[src/rtl/div_pkg.sv]
// ============================================================================
// Module  : div_pkg
// Purpose : Shared state encoding, widths and helpers for iter_div_unit.
// Revision: 1.0
// ============================================================================
`default_nettype none

package div_pkg;

    localparam int DIV_W     = 32;
    localparam int DIV_CNT_W = 6;

    typedef enum logic [1:0] {
        IDLE = 2'd0,
        ITER = 2'd1,
        FIX  = 2'd2,
        DONE = 2'd3
    } state_t;

    // Two's-complement magnitude; the most negative value maps onto itself,
    // which is exactly its magnitude when read as unsigned.
    function automatic logic [DIV_W-1:0] abs_val(input logic [DIV_W-1:0] value,
                                                 input logic             is_signed);
        return (is_signed && value[DIV_W-1]) ? -value : value;
    endfunction

endpackage

`default_nettype wire

[src/rtl/div_step.sv]
// ============================================================================
// Module  : div_step
// Purpose : One combinational restoring radix-2 division step.
// Revision: 1.0
// ============================================================================
`default_nettype none

module div_step #(
    parameter int WIDTH = 32
) (
    input  logic [WIDTH:0]   p_in,
    input  logic [WIDTH-1:0] a_in,
    input  logic [WIDTH-1:0] d_in,
    output logic [WIDTH:0]   p_out,
    output logic [WIDTH-1:0] a_out
);

    logic [WIDTH:0]   p_sh;
    logic [WIDTH-1:0] a_sh;

    always_comb begin
        p_sh  = {p_in[WIDTH-1:0], a_in[WIDTH-1]};
        a_sh  = {a_in[WIDTH-2:0], 1'b0};
        p_out = p_sh;
        a_out = a_sh;
        if (p_sh >= {1'b0, d_in}) begin
            p_out = p_sh - {1'b0, d_in};
            a_out = {a_sh[WIDTH-1:1], 1'b1};
        end
    end

endmodule

`default_nettype wire

[src/rtl/iter_div_unit.sv]
// ============================================================================
// Module  : iter_div_unit
// Purpose : Multi-cycle signed/unsigned restoring divider with valid/ready.
//           Optional DIV_EARLY_OUT_EN short-cuts |rm| >= |rn| operations.
// Revision: 1.0
// ============================================================================
`default_nettype none

module iter_div_unit
    import div_pkg::*;
#(
    parameter int WIDTH = DIV_W,
    parameter int CNT_W = DIV_CNT_W
) (
    input  logic             clk,
    input  logic             rst_n,
    input  logic             in_valid,
    output logic             in_ready,
    input  logic             is_signed,
    input  logic [WIDTH-1:0] rn,
    input  logic [WIDTH-1:0] rm,
    output logic             out_valid,
    input  logic             out_ready,
    output logic [WIDTH-1:0] quot,
    output logic [WIDTH-1:0] rem,
    output logic             div_zero
);

    state_t             state_q, state_d;
    logic [CNT_W-1:0]   cnt_q, cnt_d;
    logic [WIDTH:0]     part_q, part_d;
    logic [WIDTH-1:0]   dvd_q, dvd_d;
    logic [WIDTH-1:0]   dvs_q, dvs_d;
    logic               neg_quot_q, neg_quot_d;
    logic               neg_rem_q, neg_rem_d;
    logic               in_ready_q, in_ready_d;
    logic               out_valid_q, out_valid_d;
    logic [WIDTH-1:0]   quot_q, quot_d;
    logic [WIDTH-1:0]   rem_q, rem_d;
    logic               div_zero_q, div_zero_d;
`ifdef DIV_EARLY_OUT_EN
    logic [WIDTH-1:0]   rn_orig_q, rn_orig_d;
`endif

    logic [WIDTH:0]     step_p;
    logic [WIDTH-1:0]   step_a;

    div_step #(.WIDTH(WIDTH)) u_step (
        .p_in  (part_q),
        .a_in  (dvd_q),
        .d_in  (dvs_q),
        .p_out (step_p),
        .a_out (step_a)
    );

    always_comb begin
        state_d     = state_q;
        cnt_d       = cnt_q;
        part_d      = part_q;
        dvd_d       = dvd_q;
        dvs_d       = dvs_q;
        neg_quot_d  = neg_quot_q;
        neg_rem_d   = neg_rem_q;
        in_ready_d  = in_ready_q;
        out_valid_d = out_valid_q;
        quot_d      = quot_q;
        rem_d       = rem_q;
        div_zero_d  = div_zero_q;
`ifdef DIV_EARLY_OUT_EN
        rn_orig_d   = rn_orig_q;
`endif
        case (state_q)
            IDLE: begin
                if (in_valid && in_ready_q) begin
                    in_ready_d = 1'b0;
                    if (rn == '0 || rm == '0) begin
                        state_d     = DONE;
                        out_valid_d = 1'b1;
                        quot_d      = '0;
                        rem_d       = '0;
                        div_zero_d  = (rm == '0);
                    end else begin
                        state_d    = ITER;
                        cnt_d      = '0;
                        part_d     = '0;
                        dvd_d      = abs_val(rn, is_signed);
                        dvs_d      = abs_val(rm, is_signed);
                        neg_quot_d = is_signed & (rn[WIDTH-1] ^ rm[WIDTH-1]);
                        neg_rem_d  = is_signed & rn[WIDTH-1];
`ifdef DIV_EARLY_OUT_EN
                        rn_orig_d  = rn;
`endif
                    end
                end
            end
            ITER: begin
                state_d = ITER;
                part_d  = step_p;
                dvd_d   = step_a;
                cnt_d   = cnt_q + CNT_W'(1);
                if (cnt_q == CNT_W'(WIDTH - 1))
                    state_d = FIX;
`ifdef DIV_EARLY_OUT_EN
                // First ITER cycle doubles as the magnitude comparison slot.
                if (cnt_q == '0 && dvs_q >= dvd_q) begin
                    state_d     = DONE;
                    out_valid_d = 1'b1;
                    div_zero_d  = 1'b0;
                    if (dvs_q > dvd_q) begin
                        quot_d = '0;
                        rem_d  = rn_orig_q;
                    end else begin
                        quot_d = neg_quot_q ? '1 : WIDTH'(1);
                        rem_d  = '0;
                    end
                end
`endif
            end
            FIX: begin
                state_d     = DONE;
                out_valid_d = 1'b1;
                div_zero_d  = 1'b0;
                quot_d      = neg_quot_q ? -dvd_q : dvd_q;
                rem_d       = neg_rem_q ? -part_q[WIDTH-1:0] : part_q[WIDTH-1:0];
            end
            DONE: begin
                if (out_ready) begin
                    state_d     = IDLE;
                    out_valid_d = 1'b0;
                    in_ready_d  = 1'b1;
                end
            end
            default: state_d = IDLE;
        endcase
    end

    always_ff @(posedge clk or negedge rst_n) begin
        if (!rst_n) begin
            state_q     <= IDLE;
            cnt_q       <= '0;
            part_q      <= '0;
            dvd_q       <= '0;
            dvs_q       <= '0;
            neg_quot_q  <= 1'b0;
            neg_rem_q   <= 1'b0;
            in_ready_q  <= 1'b1;
            out_valid_q <= 1'b0;
            quot_q      <= '0;
            rem_q       <= '0;
            div_zero_q  <= 1'b0;
`ifdef DIV_EARLY_OUT_EN
            rn_orig_q   <= '0;
`endif
        end else begin
            state_q     <= state_d;
            cnt_q       <= cnt_d;
            part_q      <= part_d;
            dvd_q       <= dvd_d;
            dvs_q       <= dvs_d;
            neg_quot_q  <= neg_quot_d;
            neg_rem_q   <= neg_rem_d;
            in_ready_q  <= in_ready_d;
            out_valid_q <= out_valid_d;
            quot_q      <= quot_d;
            rem_q       <= rem_d;
            div_zero_q  <= div_zero_d;
`ifdef DIV_EARLY_OUT_EN
            rn_orig_q   <= rn_orig_d;
`endif
        end
    end

    assign in_ready  = in_ready_q;
    assign out_valid = out_valid_q;
    assign quot      = quot_q;
    assign rem       = rem_q;
    assign div_zero  = div_zero_q;

endmodule

`default_nettype wire

[config.mk]
export PLATFORM = sky130hd
export DESIGN_NAME = iter_div_unit
export DESIGN_NICKNAME = d
export VERILOG_FILES = /design/src/rtl/div_pkg.sv /design/src/rtl/div_step.sv /design/src/rtl/iter_div_unit.sv
export SDC_FILE = /design/constraint.sdc
export NUM_CORES = 1
export LEC_CHECK = 0
export CORE_MARGIN = 3
export CORE_UTILIZATION = 32
export CTS_CLUSTER_SIZE = 12
export DETAILED_ROUTE_END_ITERATION = 6
export GPL_TIMING_DRIVEN = 0
export HOLD_SLACK_MARGIN = 0.05
export PLACE_DENSITY = 0.52
export SKIP_CTS_REPAIR_TIMING = 1
export SLEW_MARGIN = 10
export SYNTH_ARGS = -nofsm -noshare
export SYNTH_HDL_FRONTEND = slang
export SYNTH_SLANG_ARGS = --single-unit
[constraint.sdc]
create_clock -name clk -period 8.9 [get_ports clk]
set_input_delay 1.78 -clock clk [delete_from_list [all_inputs] [get_ports clk]]
set_output_delay 1.78 -clock clk [all_outputs]
set_load 0.01 [all_outputs]
# After elaboration in Yosys (flattened, before gate mapping)
# Cells that the tools add are included.
# totals
regBits	173
out_inout_bits	67
inputBits	69
wordCells	82
# op_classes
reduce_logical	17
add_sub_neg	6
mux	34
eq_ne	8
n_lt_le_gt_ge	1
bitwise	4
# ops
operator	count
$mux W32	11
$pmux W32 S2	4
$neg A32 Y32	4
$logic_not A32 Y1	2
$ge A33 B32 Y1	1
$sub A32 B32 Y32	1
$mux W6	2
$pmux W6 S2	1
$reduce_and A3 Y1	4
$mux W1	8
$mux W2	4
$ne A2 B2 Y1 const B	4
$pmux W2 S4	1
$add A6 B1 Y6 const B	1
$eq A6 B5 Y1 const B	1
$reduce_bool A2 Y1	3
$eq A2 B2 Y1 const B	2
$pmux W1 S2	2
$reduce_and A4 Y1	1
$logic_and A1 B1 Y1	3
$pmux W1 S3	1
$reduce_bool A3 Y1	1
$and A1 B1 Y1	2
$eq A2 B1 Y1 const B	1
5 further kinds	5

# Logic depth before layout (Yosys ltp)
# depth
depth_word	5
mapped_depth	14
mapped_depth_nobuf	14

# Cells and area by module
# Synthesis repeated with hierarchy kept, for this count alone.
# hier_totals
cells_unflattened	1327
hier_area_um2	12162.9
# by_module_without_submodules
mod	area_each_um2	seq_area_each_um2	cells_each	n_inst
iter_div_unit	9399.0	4355.4	959	1
div_step	2763.9	0.0	368	1

# Worst setup path after synthesis
# OpenSTA, ideal clock, no wires.
# synth_path
path_type	input-to-reg
start	input rn[10]
end	register rem_q[22], in the netlist rem[22]
arrival_ps	4140
stages	12
path_buffers	3
setup_slack_ps	4628
setup_time_ps	132
cell_sequence	or4_1 > or3_4 > nor4b_4 > and3_1 > a21o_1 > a31oi_1 > or2_1 > clkbuf_1 > buf_6 > buf_6 > nand2_1 > o21ai_1
# synth_via
elab_chain_cells	4
# synth_rtl
element	line_no	text
start: declaration	iter_div_unit.sv:20	input logic [WIDTH-1:0] rn,
$logic_not A32 Y1	iter_div_unit.sv:76	if (rn == '0 || rm == '0) begin
$logic_or A1 B1 Y1	iter_div_unit.sv:76	
$ne A2 B2 Y1 (no source line)	-	
$reduce_and A3 Y1 (no source line)	-	
end signal: assignment	iter_div_unit.sv:165	rem_q <= rem_d;
end: declaration	iter_div_unit.sv:39	logic [WIDTH-1:0] rem_q, rem_d;
# Every way passes these cells.
# A chain may end at the register's enable or synchronous reset.

# Final worst setup path
# layout_path
start	input rm[7]
end	register dvs_q[12]
# layout_via
elab_chain_cells	4
# layout_rtl
element	line_no	text
start: declaration	iter_div_unit.sv:21	input logic [WIDTH-1:0] rm,
parallel branches: the longest is 4 deep, another holds $neg A32 Y32	-	
end signal: assignment	iter_div_unit.sv:159	dvs_q <= dvs_d;
end: declaration	iter_div_unit.sv:33	logic [WIDTH-1:0] dvs_q, dvs_d;
# Several ways; the timed one is not identified.

==> impl_metrics.toml <==
[timing]
holdWs_ns = 0.481
layout_setup_ws_ns = 3.52
period_share_pct = 60.4
slew_violations = 0
tightest_slew_ns = 1.03
timing.fmax_mhz = 186
setup_viol = 0
rsz0062_at_grt = "no"
report.final.hold_viol_count = 0
slew_headroom_pct = 30.9
fin_skew_ns = 0.00793
timing.final.crit_period_ns = 5.38

[power]
comb_power_share_pct = 54.6
power.leakage_nw = 5.76
sequentialPowerShare_pct = 30.2
switching_power_mw = 2.25
p_clk_share_pct = 15.2
sw_frac_of_total_pct = 45.2
powerDensity_nw_per_um2 = 368
peakVddDrop_mv = 0.156
internal_power_mw = 2.72

[global_routing]
grt_first_pass_wirelength_um = 51000
grt_max_degree = 107
grt_pass1_vias = 9166
grt_overflow = 0
grt_usage_pct = 17.5
antenna_found_initial = 0

[setup_path]
cp_top_family = "simple AND/OR/NAND/NOR gates"
worstSetupPathType = "primary input to flop"
worst-path-buf-inv = 4
startpoint_type = "primary input"
r2r_cells = 12
slowest_stage = "nor4_2"
r2r_setup_slack_ns = 4.94
timing.rr.end = "part_q[16]"
crit_top_cell = "buf_2"
crit_chain = "clkdlybuf4s50_1 -> or4_1 -> nor4_2 -> nand4b_1 -> nor4_2 -> a21o_1 -> or4_1 -> buf_2 -> buf_2 -> buf_2 -> a21oi_1"
worst-path-max-fanout = 10
worstPathRequired_ns = 9.21
end_kind = "flop"
arrival_ns = 5.69
r2r_start = "part_q[10]"
critPathMaxStageDelay_ns = 0.73

[floorplan]
core_um2 = 33700
dieArea_um2 = 36600
die_h_um = 191
num_io_pins = 136
start_util_pct = 32.6
fp-row-count = 67
dieWidth_um = 191

[cells_and_area]
multi_input_area_um2 = 6170
fillers = 3475
regArea_um2 = 4330
fin_nets = 1530
drive_above_1_share_pct = 5.36
area_growth_pct = 23.0
n_antenna_cell = 0

[routing]
routed_wl_um = 32000
drt_pass1_iterations = 5
wire_per_inst_um = 17.0
drt_iter0_drc = 577
vias_per_cell = 5.09
vias = 9597
ant_nets = 0
drc = 0

[clock_tree]
h-tree-depth = 4
cts_inserted_buffers = 17
clk_pin_slew_ns = 0.07
cts_tree = "yes"
root_buffer = "clkbuf_16"
cts_num_sinks = 173
clk-insertion-delay-late_ns = 0.44
cts.path.max_buffers = 2

[place]
hpwl_um = 25300
place.gp.congestion = 0.920
place_ws_ns = 3.10
io_buffers = 135

[synthesis]
synth_compound_area_share_pct = 19.6
synth_top_flop_cell = "dfrtp_1"
synthCells = 1268
yosys.area.top_type = "dfrtp_1"
ys_seq_area_share_pct = 39.4
synth-async-reset-ratio_pct = 100
ys_types = 73
synth.area.mux_share_pct = 2.82
synthAdderAreaFrac_pct = 4.39
synth_top_family_by_area = "compound AO/OA/AOI/OAI gates"
synth.avg_cell_area_um2 = 8.67
yosysTopAreaCellShare_pct = 39.2
yosys_warnings = 0
synthesis.nets = 1375
synthXorXnorAreaFrac_pct = 11.6
netlist_top_cells_area = "dfrtp_1, xor2_1, nand2_1, o21ai_0, xnor2_1"
synth_simple_gate_area_share_pct = 17.6
synth_edf_count = 0
synth-seq-cells = 173
syn-cell-area_um2 = 11000

[hold_path]
whs_endpoint = "quot[25]"
holdCritStartpoint = "quot[25]"
hold_class = "flop to flop"
whs_path_depth = 2

[flow_run]
drv_cap = 0

[outcome]
outcome = "completed"
-- cell type report --
class | instances | share of cell area, %
Sequential cell | 173 | 32.0
Multi-Input combinational cell | 983 | 45.6
Inverter | 55 | 1.53
Tap cell | 448 | 4.14
Buffer | 57 | 2.18
Clock buffer | 18 | 3.17
Timing Repair Buffer | 136 | 10.2
Clock inverter | 14 | 1.13
-- cell families after synthesis --
family	Yosys count
AO/OA/AOI/OAI	355
XOR/XNOR	146
adder cells (fa/ha/maj)	38
buffers and inverters	112
flip-flops	173
multiplexers	31
AND/OR/NAND/NOR	413
-- power groups by stage --
stage	logic, mW	clock network [mW]	registers (mW)
after floorplan	1.85	0	1.44
after global placement	2.69	0	1.51
after detailed placement	2.72	0	1.52
after CTS	2.73	0.772	1.50
after global routing	3.04	0.808	1.55
final	2.72	0.754	1.50
-- sequential cells by signal, summed over array words and instances, names as in the netlist --
| register | count |
|---|---|
| out_valid | 1 |
| part_q | 32 |
| cnt_q | 6 |
| rem | 32 |
| dvd_q | 32 |
| neg_quot_q | 1 |
| in_ready | 1 |
| dvs_q | 32 |
| state_q | 2 |
| quot | 32 |
| neg_rem_q | 1 |
| div_zero | 1 |
-- cells in the mapped netlist (24+ instances only) --
cell type  number
o31ai_1        24
nand3_1        24
mux2i_1        31
a221o_1        24
xor2_1         87
a21oi_1        82
o21ai_1        35
clkbuf_1       29
dfrtp_1       172
ha_1           37
o21ai_0       131
xnor2_1        59
inv_1          55
nor2_1         93
nand2_1       185
-- cell usage in the layout, fill, tap and decap left out, types with 6 or more instances in the layout --
cell type,instances
a21o_1,9
a21oi_1,82
a221o_1,24
a22oi_1,6
a31oi_1,6
and3_1,6
buf_2,18
clkbuf_1,30
clkbuf_16,17
clkdlybuf4s50_1,134
dfrtp_1,172
ha_1,37
inv_1,55
mux2i_1,31
nand2_1,185
nand2b_1,9
nand3_1,24
nor2_1,93
nor3_1,16
nor4_1,10
o21ai_0,131
o21ai_1,35
o31ai_1,24
o41ai_1,7
or3_1,18
or4_1,12
xnor2_1,59
xor2_1,87
-- through the flow --
step,std cells,instance area [um2],utilization (%),TNS (ns),total power [mW]
2_1_floorplan,1268,11000,-,0,3.29
3_3_place_gp,1851,12900,38.3,-227.22,4.20
3_5_place_dp,1852,12900,38.4,0,4.24
4_1_cts,1884,13500,40.1,0,5.00
5_1_grt,1884,13500,40.1,0,5.40
6_report,1884,13500,40.1,0,4.97
-- how the worst max path moves through the flow --
stage,start,slack (ns),depth (start not counted),end
floorplan,rn[10],4.63,12,rem[22]
global placement,rst_n,-1.35,1,dvs_q[9]
detailed placement,rm[7],3.10,11,dvs_q[14]
CTS,rm[7],3.56,11,dvs_q[14]
global route,rm[6],3.37,11,dvs_q[12]
finish,rm[7],3.52,11,dvs_q[12]
-- per-layer routing --
metal  global-route usage, %  up-vias  routed length [um]
met3                    2.49       30                1450
met5                       0        -                   0
met4                    3.95        0                 434
met1                    26.4     4573               16300
met2                    26.4      211               13700
li1                        -     4783                   -
-- worst register-to-register path, cell delays in order, from the launching register on --
cell      delay [ns]
dfrtp_1         0.50
ha_1            0.43
a21oi_1         0.26
nor3b_1         0.28
nand2_1         0.08
o21ai_1         0.43
o211ai_1        0.25
nand3_1         0.16
o311ai_1        0.12
a21oi_2         0.57
buf_2           0.44
mux2i_1         0.23
o21ai_0         0.09
Power figures use the tool's default switching activity.
